`src/rtl/reg_wr_arbiter_pkg.sv`:
```
// Shared constants for the register write arbiter: data width and FSM encodings.
package reg_wr_arbiter_pkg;

    localparam int WORDSIZE = 32;

    localparam logic [1:0] ARB_IDLE = 2'd0;
    localparam logic [1:0] ARB_LOAD = 2'd1;
    localparam logic [1:0] ARB_ACK  = 2'd2;

endpackage

```
`src/rtl/reg_wr_arbiter_d_ff_en.sv`:
```
// Enabled WORDSIZE-bit storage register with synchronous active-high clear.
module d_ff_en
    import reg_wr_arbiter_pkg::*;
(
    input  logic                clk,
    input  logic                clr,
    input  logic                en,
    input  logic [WORDSIZE-1:0] d,
    output logic [WORDSIZE-1:0] q
);

    logic [WORDSIZE-1:0] r_q;

    always_ff @(posedge clk) begin
        if (clr)
            r_q <= '0;
        else if (en)
            r_q <= d;
    end

    assign q = r_q;

endmodule

```
`src/rtl/reg_wr_arbiter.sv`:
```
// Round-robin arbiter sharing one d_ff_en register among N_REQ writers.
// IDLE picks a winner, LOAD writes its slice, ACK pulses the ack and rotates priority.
module reg_wr_arbiter
    import reg_wr_arbiter_pkg::*;
#(
    parameter int N_REQ = 4,
    parameter int PTR_W = 2
) (
    input  logic                      clk,
    input  logic                      clr,
    input  logic [N_REQ-1:0]          req,
    input  logic [N_REQ*WORDSIZE-1:0] wdata,
    output logic [N_REQ-1:0]          gnt,
    output logic [N_REQ-1:0]          ack,
    output logic                      busy,
    output logic [WORDSIZE-1:0]       q
);

    logic [1:0]          r_state;
    logic [PTR_W-1:0]    r_ptr;
    logic [PTR_W-1:0]    r_sel;
    logic [N_REQ-1:0]    r_gnt;
    logic [N_REQ-1:0]    r_ack;

    logic                w_any;
    logic [PTR_W-1:0]    w_win;
    logic [PTR_W-1:0]    w_ptr_next;
    logic                w_en;
    logic [WORDSIZE-1:0] w_d;

    // Scan from the far end back toward r_ptr so the nearest set bit wins last.
    always_comb begin
        w_any = 1'b0;
        w_win = '0;
        for (int k = N_REQ - 1; k >= 0; k--) begin
            if (req[(int'(r_ptr) + k) % N_REQ]) begin
                w_any = 1'b1;
                w_win = PTR_W'((int'(r_ptr) + k) % N_REQ);
            end
        end
    end

    assign w_ptr_next = (r_sel == PTR_W'(N_REQ - 1)) ? '0 : r_sel + 1'b1;
    assign w_en       = (r_state == ARB_LOAD);
    assign w_d        = wdata[r_sel*WORDSIZE +: WORDSIZE];

    always_ff @(posedge clk) begin
        if (clr) begin
            r_state <= ARB_IDLE;
            r_ptr   <= '0;
            r_sel   <= '0;
            r_gnt   <= '0;
            r_ack   <= '0;
        end else begin
            case (r_state)
                ARB_IDLE: begin
                    if (w_any) begin
                        r_state <= ARB_LOAD;
                        r_sel   <= w_win;
                        r_gnt   <= N_REQ'(1) << w_win;
                    end
                end
                ARB_LOAD: begin
                    // The write is committed once granted, even if req drops here.
                    r_state <= ARB_ACK;
                    r_gnt   <= '0;
                    r_ack   <= N_REQ'(1) << r_sel;
                end
                ARB_ACK: begin
                    r_state <= ARB_IDLE;
                    r_ack   <= '0;
                    r_ptr   <= w_ptr_next;
                end
                default: begin
                    r_state <= ARB_IDLE;
                    r_gnt   <= '0;
                    r_ack   <= '0;
                end
            endcase
        end
    end

    d_ff_en u_store (
        .clk (clk),
        .clr (clr),
        .en  (w_en),
        .d   (w_d),
        .q   (q)
    );

    assign gnt  = r_gnt;
    assign ack  = r_ack;
    assign busy = (r_state != ARB_IDLE);

endmodule

```
`config.mk`:
```
export PLATFORM = sky130hd
export DESIGN_NAME = reg_wr_arbiter
export DESIGN_NICKNAME = d
export VERILOG_FILES = /design/src/rtl/reg_wr_arbiter_pkg.sv /design/src/rtl/reg_wr_arbiter_d_ff_en.sv /design/src/rtl/reg_wr_arbiter.sv
export SDC_FILE = /design/constraint.sdc
export NUM_CORES = 1
export LEC_CHECK = 0
export CORE_MARGIN = 10
export CORE_UTILIZATION = 30
export DETAILED_ROUTE_END_ITERATION = 12
export GPL_TIMING_DRIVEN = 0
export HOLD_SLACK_MARGIN = 0.1
export PLACE_DENSITY_LB_ADDON = 0.25
export SETUP_SLACK_MARGIN = 0.1
export SLEW_MARGIN = 10
export SYNTH_ARGS = -nofsm -noshare
export SYNTH_HDL_FRONTEND = slang
export SYNTH_SLANG_ARGS = --single-unit
```
`constraint.sdc`:
```
create_clock -name clk -period 1.81 [get_ports clk]
set_input_delay 0.362 -clock clk [delete_from_list [all_inputs] [get_ports clk]]
set_output_delay 0.362 -clock clk [all_outputs]
set_load 0.02 [all_outputs]
```
==> out/metrics.yaml, run 1 <==
status: "complete, no violations"
power.density_mw_per_mm2: 609
h-tree-depth: 2
core_mm2: 0.00822
critical_path_arrival_ns: 1.90
hold_viol: 0
wl_met1_um: 3470
min_period_ns: 1.69
num_antenna_cells: 0
dr_wl_met3_um: 1020
drt-total-wl_um: 9790
seq_area_frac_synth_pct: 36.4
synth.area.top_cells: "dfxtp_1, mux4_2, nand2_1"
cp-start-kind: "flip-flop"
avgSynthCellArea_um2: 9.93
maxUsedRoutingLayer: "met4"
final_cell_mix: "clkdlybuf4s50_1, nand2_1, dfxtp_1, a21oi_1, mux4_2"
worstSetupEndpointType: "flip-flop"
final_cells: 548
die_w_um: 112
area_growth_pct: 81.8
start_util_pct: 30.8
yosysWarnings: 0
p_leak_nw: 1.66
relSlewSlack_pct: 59.4
dp.final_hpwl_um: 8250
vias: 2653
report.final.slew_viol_count: 0
ys_ff_latch: 46
required_ns: 2.02
antenna_left: 0
seq_area_um2: 923
syn_area_mm2: 0.00253
yosys.area.top_type: "dfxtp_1"
cts_tree: "yes"
drive_gt1_share_pct: 16.0
wl_per_cell_um: 17.9
first_iter_violations: 66
grt_pass1_vias: 3012
setup_viol: 0
clock_path_buffers: 2
drc_errors: 0
grt.total_usage_pct: 15.1
fin_crit_sh_pct: 93.2
synth.distinct_cells: 26
grt_max_degree: 14
tightest_slew_ns: 0.604
synth_nets: 393
irDropWorstVdd_v: 0.000300
yosysTopAreaCellShare_pct: 36.4
critPathMaxFanout: 3
grt_overflow: 0
fillers: 746
rows: 33
path_class: "reg -> reg"
tns_ns: 0
rsz0062_at_grt: "yes"
first_pass_iters: 5
antenna_found_initial: 0
numPlacedInstances: 534
synthCells: 255
routed-wl-met2_um: 5200
hold_class: "reg -> reg"
skew_ns: 0.00401
port-buffer-count: 174
clock_sinks: 46
multi_input_area_mm2: 0.00151
ios: 175
fmax_mhz: 593
timing.max_cap.violations: 0
fin_util_pct: 56.0
nets: 580
clkSlewWorstSetupHoldPaths_ns: 0.08
reg2reg_slack_ns: 0.12
cts-root-buf: "clkbuf_8"
grt_pass1_wl_um: 15400
die-area_mm2: 0.0125
cts_made_buffers: 5
place_congestion: 0.747
final_common_cell: "clkdlybuf4s50_1"
vias_per_cell: 4.84
clk_latency_ns: 0.29
die_y_um: 112
registers in the layout, summed over array words and instances, names as in the netlist:
name and flops:
r_ptr 2, gnt 4, r_sel 2, ack 4, u_store.q 32, r_state 2
cell families (layout without fill, tap and decap cells):
logic type / count (synthesis) / after routing / synth area share, %
simple gates: 92 / 92 / 15.7
mux: 38 / 38 / 30.8
compound gates: 47 / 47 / 10.4
flops: 46 / 46 / 36.4
buf+inv: 28 / 216 / 4.69
fa+ha+maj: 4 / 4 / 1.98
synth_stat cells:
cell type / count
o22ai_1: 1
o22a_1: 1
or2_4: 2
nand2_1: 68
ha_1: 4
nor3_1: 5
buf_6: 1
mux2i_1: 6
buf_2: 5
nor4_1: 1
or4_4: 1
nand2b_1: 6
o21bai_1: 1
inv_1: 4
nor2b_1: 1
or3_1: 2
o32ai_1: 4
nor2_1: 5
buf_1: 3
a21oi_1: 38
o221ai_1: 1
mux4_2: 32
clkbuf_1: 15
dfxtp_1: 46
or2b_1: 1
o21a_1: 1
cell type report:
cell class                      instances  share of cell area [%]
Timing Repair Buffer                  180                    38.7
Multi-Input combinational cell        181                    32.7
Sequential cell                        46                    20.1
Buffer                                 24                    3.29
Tap cell                              105                    2.85
Clock buffer                            7                    1.87
Inverter                                4                   0.326
Clock inverter                          1                   0.109
per-stage QoR:
step                cell area [um^2]  hold slack, ns  power [mW]  worst slack [ns]
floorplan                       2550           0.445        1.63             0.134
global placement                4420           0.442        2.14            -0.238
detailed placement              4420           0.446        2.16            -0.245
CTS                             4580           0.457        2.83            0.0682
global route                    4600           0.481        2.96            0.0620
finish                          4600           0.454        2.80             0.124
worst paths after layout:
check,start,end,depth (start not counted)
min reg2reg,u_store.q[1],u_store.q[1],2
max reg2reg,r_state[1],gnt[3],5
max,r_state[1],gnt[3],5
min,u_store.q[1],u_store.q[1],2
critical path, cell delays in order, from the launching register on:
cell and delay, ns:
dfxtp_2 0.32, buf_6 0.11, or2_4 0.26, or2_4 0.25, or4_4 0.45, o32ai_2 0.22
timing repair:
action / 4_1_cts / 5_1_grt
buffers inserted: 6 / 0
endpoints found under the setup margin: 34 / 42
gates resized for setup: 20 / 19
hold buffers: 0 / 0
pin swaps: 1 / 1
report_power, final:
group | leakage (nW) | switching [mW] | total [mW] | internal (mW)
sequential | 0.377 | 0.0384 | 1.13 | 1.09
combinational | 1.24 | 0.410 | 1.03 | 0.619
clock | 0.0482 | 0.339 | 0.647 | 0.309
layer usage:
| metal | track usage, % | up-vias |
|---|---|---|
| li1 | - | 1290 |
| met1 | 14.5 | 1248 |
| met2 | 28.3 | 108 |
| met3 | 7.57 | 7 |
| met4 | 3.08 | 0 |
| met5 | 0 | - |
No activity file was read; power rests on OpenSTA's default activity.
==> inputs of run 2 (changes only) <==
- PLACE_DENSITY: not set -> 0.82
- PLACE_DENSITY_LB_ADDON: 0.25 -> not set
==> run 2 against run 1 <==
Net effect:
- global-route usage down 0.10 points
- sequential power about the same
- cell area is 0.90% higher
- via count increased by 0.64%
- non-clock buffer count up 3
- sequential cell count is the same
- clock power grew 18%
- critical path type unchanged
==> out/metrics.yaml, run 2 (synthesis results as in run 1) <==
hold_viol: 0  # unchanged
cts_made_buffers: 5  # unchanged
place_congestion: 0.789  # +5.6%
min_period_ns: 1.70  # +0.00904 ns
vias: 2670  # +0.64%
setup_viol: 0  # unchanged
clkSlewWorstSetupHoldPaths_ns: 0.08  # about the same
wl_per_cell_um: 17.7  # -1.1%
final_common_cell: "clkdlybuf4s50_1"
grt_overflow: 0  # unchanged
drc_errors: 0  # unchanged
report.final.slew_viol_count: 0  # unchanged
tns_ns: 0  # unchanged
core_mm2: 0.00822  # unchanged
cts_hold_buf: 0  # unchanged
clock_sinks: 46  # unchanged
h-tree-depth: 2  # unchanged
port-buffer-count: 174  # unchanged
worstRegToRegCells: 5  # unchanged
vias_per_cell: 4.85  # +0.27%
skew_ns: 0.00347  # -0.000540 ns
p_leak_nw: 1.66  # about the same
worstSetupEndpointType: "flip-flop"
cts-root-buf: "clkbuf_8"
required_ns: 2.01  # about the same
area_growth_pct: 83.4
drt-total-wl_um: 9720  # -0.75%
power.density_mw_per_mm2: 630  # +3.5%
fin_util_pct: 56.5  # +0.50 points
largest_reg_flops: 32  # unchanged
first_pass_iters: 4  # -1
num_antenna_cells: 0  # unchanged
clk_latency_ns: 0.29  # about the same
drive_gt1_share_pct: 16.2  # +0.15 points
status: "complete, no violations"
die_w_um: 112  # unchanged
antenna_found_initial: 0  # unchanged
fmax_mhz: 590  # -0.53%
antenna_left: 0  # unchanged
cts_tree: "yes"
whs_ns: 0.453  # -0.00128 ns
final_cell_mix: "clkdlybuf4s50_1, nand2_1, dfxtp_1, a21oi_1, mux4_2"
hold_class: "reg -> reg"
fin_crit_sh_pct: 93.7  # +0.50 points
first_iter_violations: 62  # -6.1%
critical_path_arrival_ns: 1.90  # about the same
clock_path_buffers: 2  # unchanged
die_y_um: 112  # unchanged
ios: 175  # unchanged
dp.final_hpwl_um: 8210  # -0.51%
path_class: "reg -> reg"
timing.max_cap.violations: 0  # unchanged
place_area_mm2: 0.00442  # unchanged
tightest_slew_ns: 0.616  # +0.0120 ns
stdcell_area_mm2: 0.00465  # +0.90%
die-area_mm2: 0.0125  # unchanged
p_total_mw: 2.93  # +4.4%
grt_pass1_wl_um: 15400  # -0.13%
rsz0062_at_grt: "yes"
cp-start-kind: "flip-flop"
grt.total_usage_pct: 15.0  # -0.10 points
whs_path_depth: 2  # unchanged
grt_max_degree: 14  # unchanged
grt_pass1_vias: 3056  # +1.5%
start_util_pct: 30.8  # unchanged
nets: 583  # +0.52%
rows: 33  # unchanged
relSlewSlack_pct: 58.6  # -0.81 points
critPathMaxFanout: 4  # +1
irDropWorstVdd_v: 0.000327  # +9.1%
==> run 2: cell types whose count changed in the layout (fill, tap and decap cells not counted), sizes merged <==
| cell | change |
|---|---|
| buf | +4 |
| clkbuf | -2 |
| bufinv | +1 |
| clkdlybuf4s50 | +1 |
| clkinv | -1 |
| dlymetal6s2s | -1 |
==> run 2: power by group <==
group          internal [mW]  switching, mW
combinational          0.625          0.410
clock                  0.442          0.324
sequential              1.09         0.0380
==> run 2: timing repair <==
action	in CTS	in global routing
resized for setup	20	16
pin swaps	1	1
setup endpoints to repair	34	37
setup buffers	6	3
==> run 2: worst paths after layout <==
check	endpoint	slack, ns	startpoint
setup / recovery	gnt[1]	0.11	r_state[1]
hold / removal	u_store.q[6]	0.45	u_store.q[6]
setup reg to reg	gnt[1]	0.11	r_state[1]
hold reg to reg	u_store.q[6]	0.45	u_store.q[6]
==> run 2: per-layer routing <==
metal / up-vias / track usage [%] / part of all wire [%]
li1: 1293 / - / -
met1: 1258 / 13.6 / 34
met2: 113 / 29.1 / 54
met3: 6 / 6.76 / 9.9
met4: 0 / 4.20 / 1.4
met5: - / 0 / 0
==> run 2: critical path, stage by stage, from the launching register on <==
cell and delay [ns]:
dfxtp_2 0.32, buf_6 0.11, or2_4 0.26, or2_4 0.25, or4_4 0.45, o32ai_2 0.21
==> run 2: cell type report <==
class                           instances  area (um^2)
Buffer                                 24          151
Clock buffer                            6         82.6
Clock inverter                          1         30.0
Fill cell                             726         3570
Inverter                                4         15.0
Multi-Input combinational cell        181         1510
Sequential cell                        46          923
Tap cell                              105          131
Timing Repair Buffer                  183         1800
==> run 2: through the flow <==
| stage | worst slack (ns) | instances |
|---|---|---|
| floorplan | 0.134 | 255 |
| global placement | -0.219 | 534 |
| detailed placement | -0.245 | 534 |
| CTS | 0.0730 | 547 |
| global route | 0.0510 | 550 |
| finish | 0.115 | 550 |
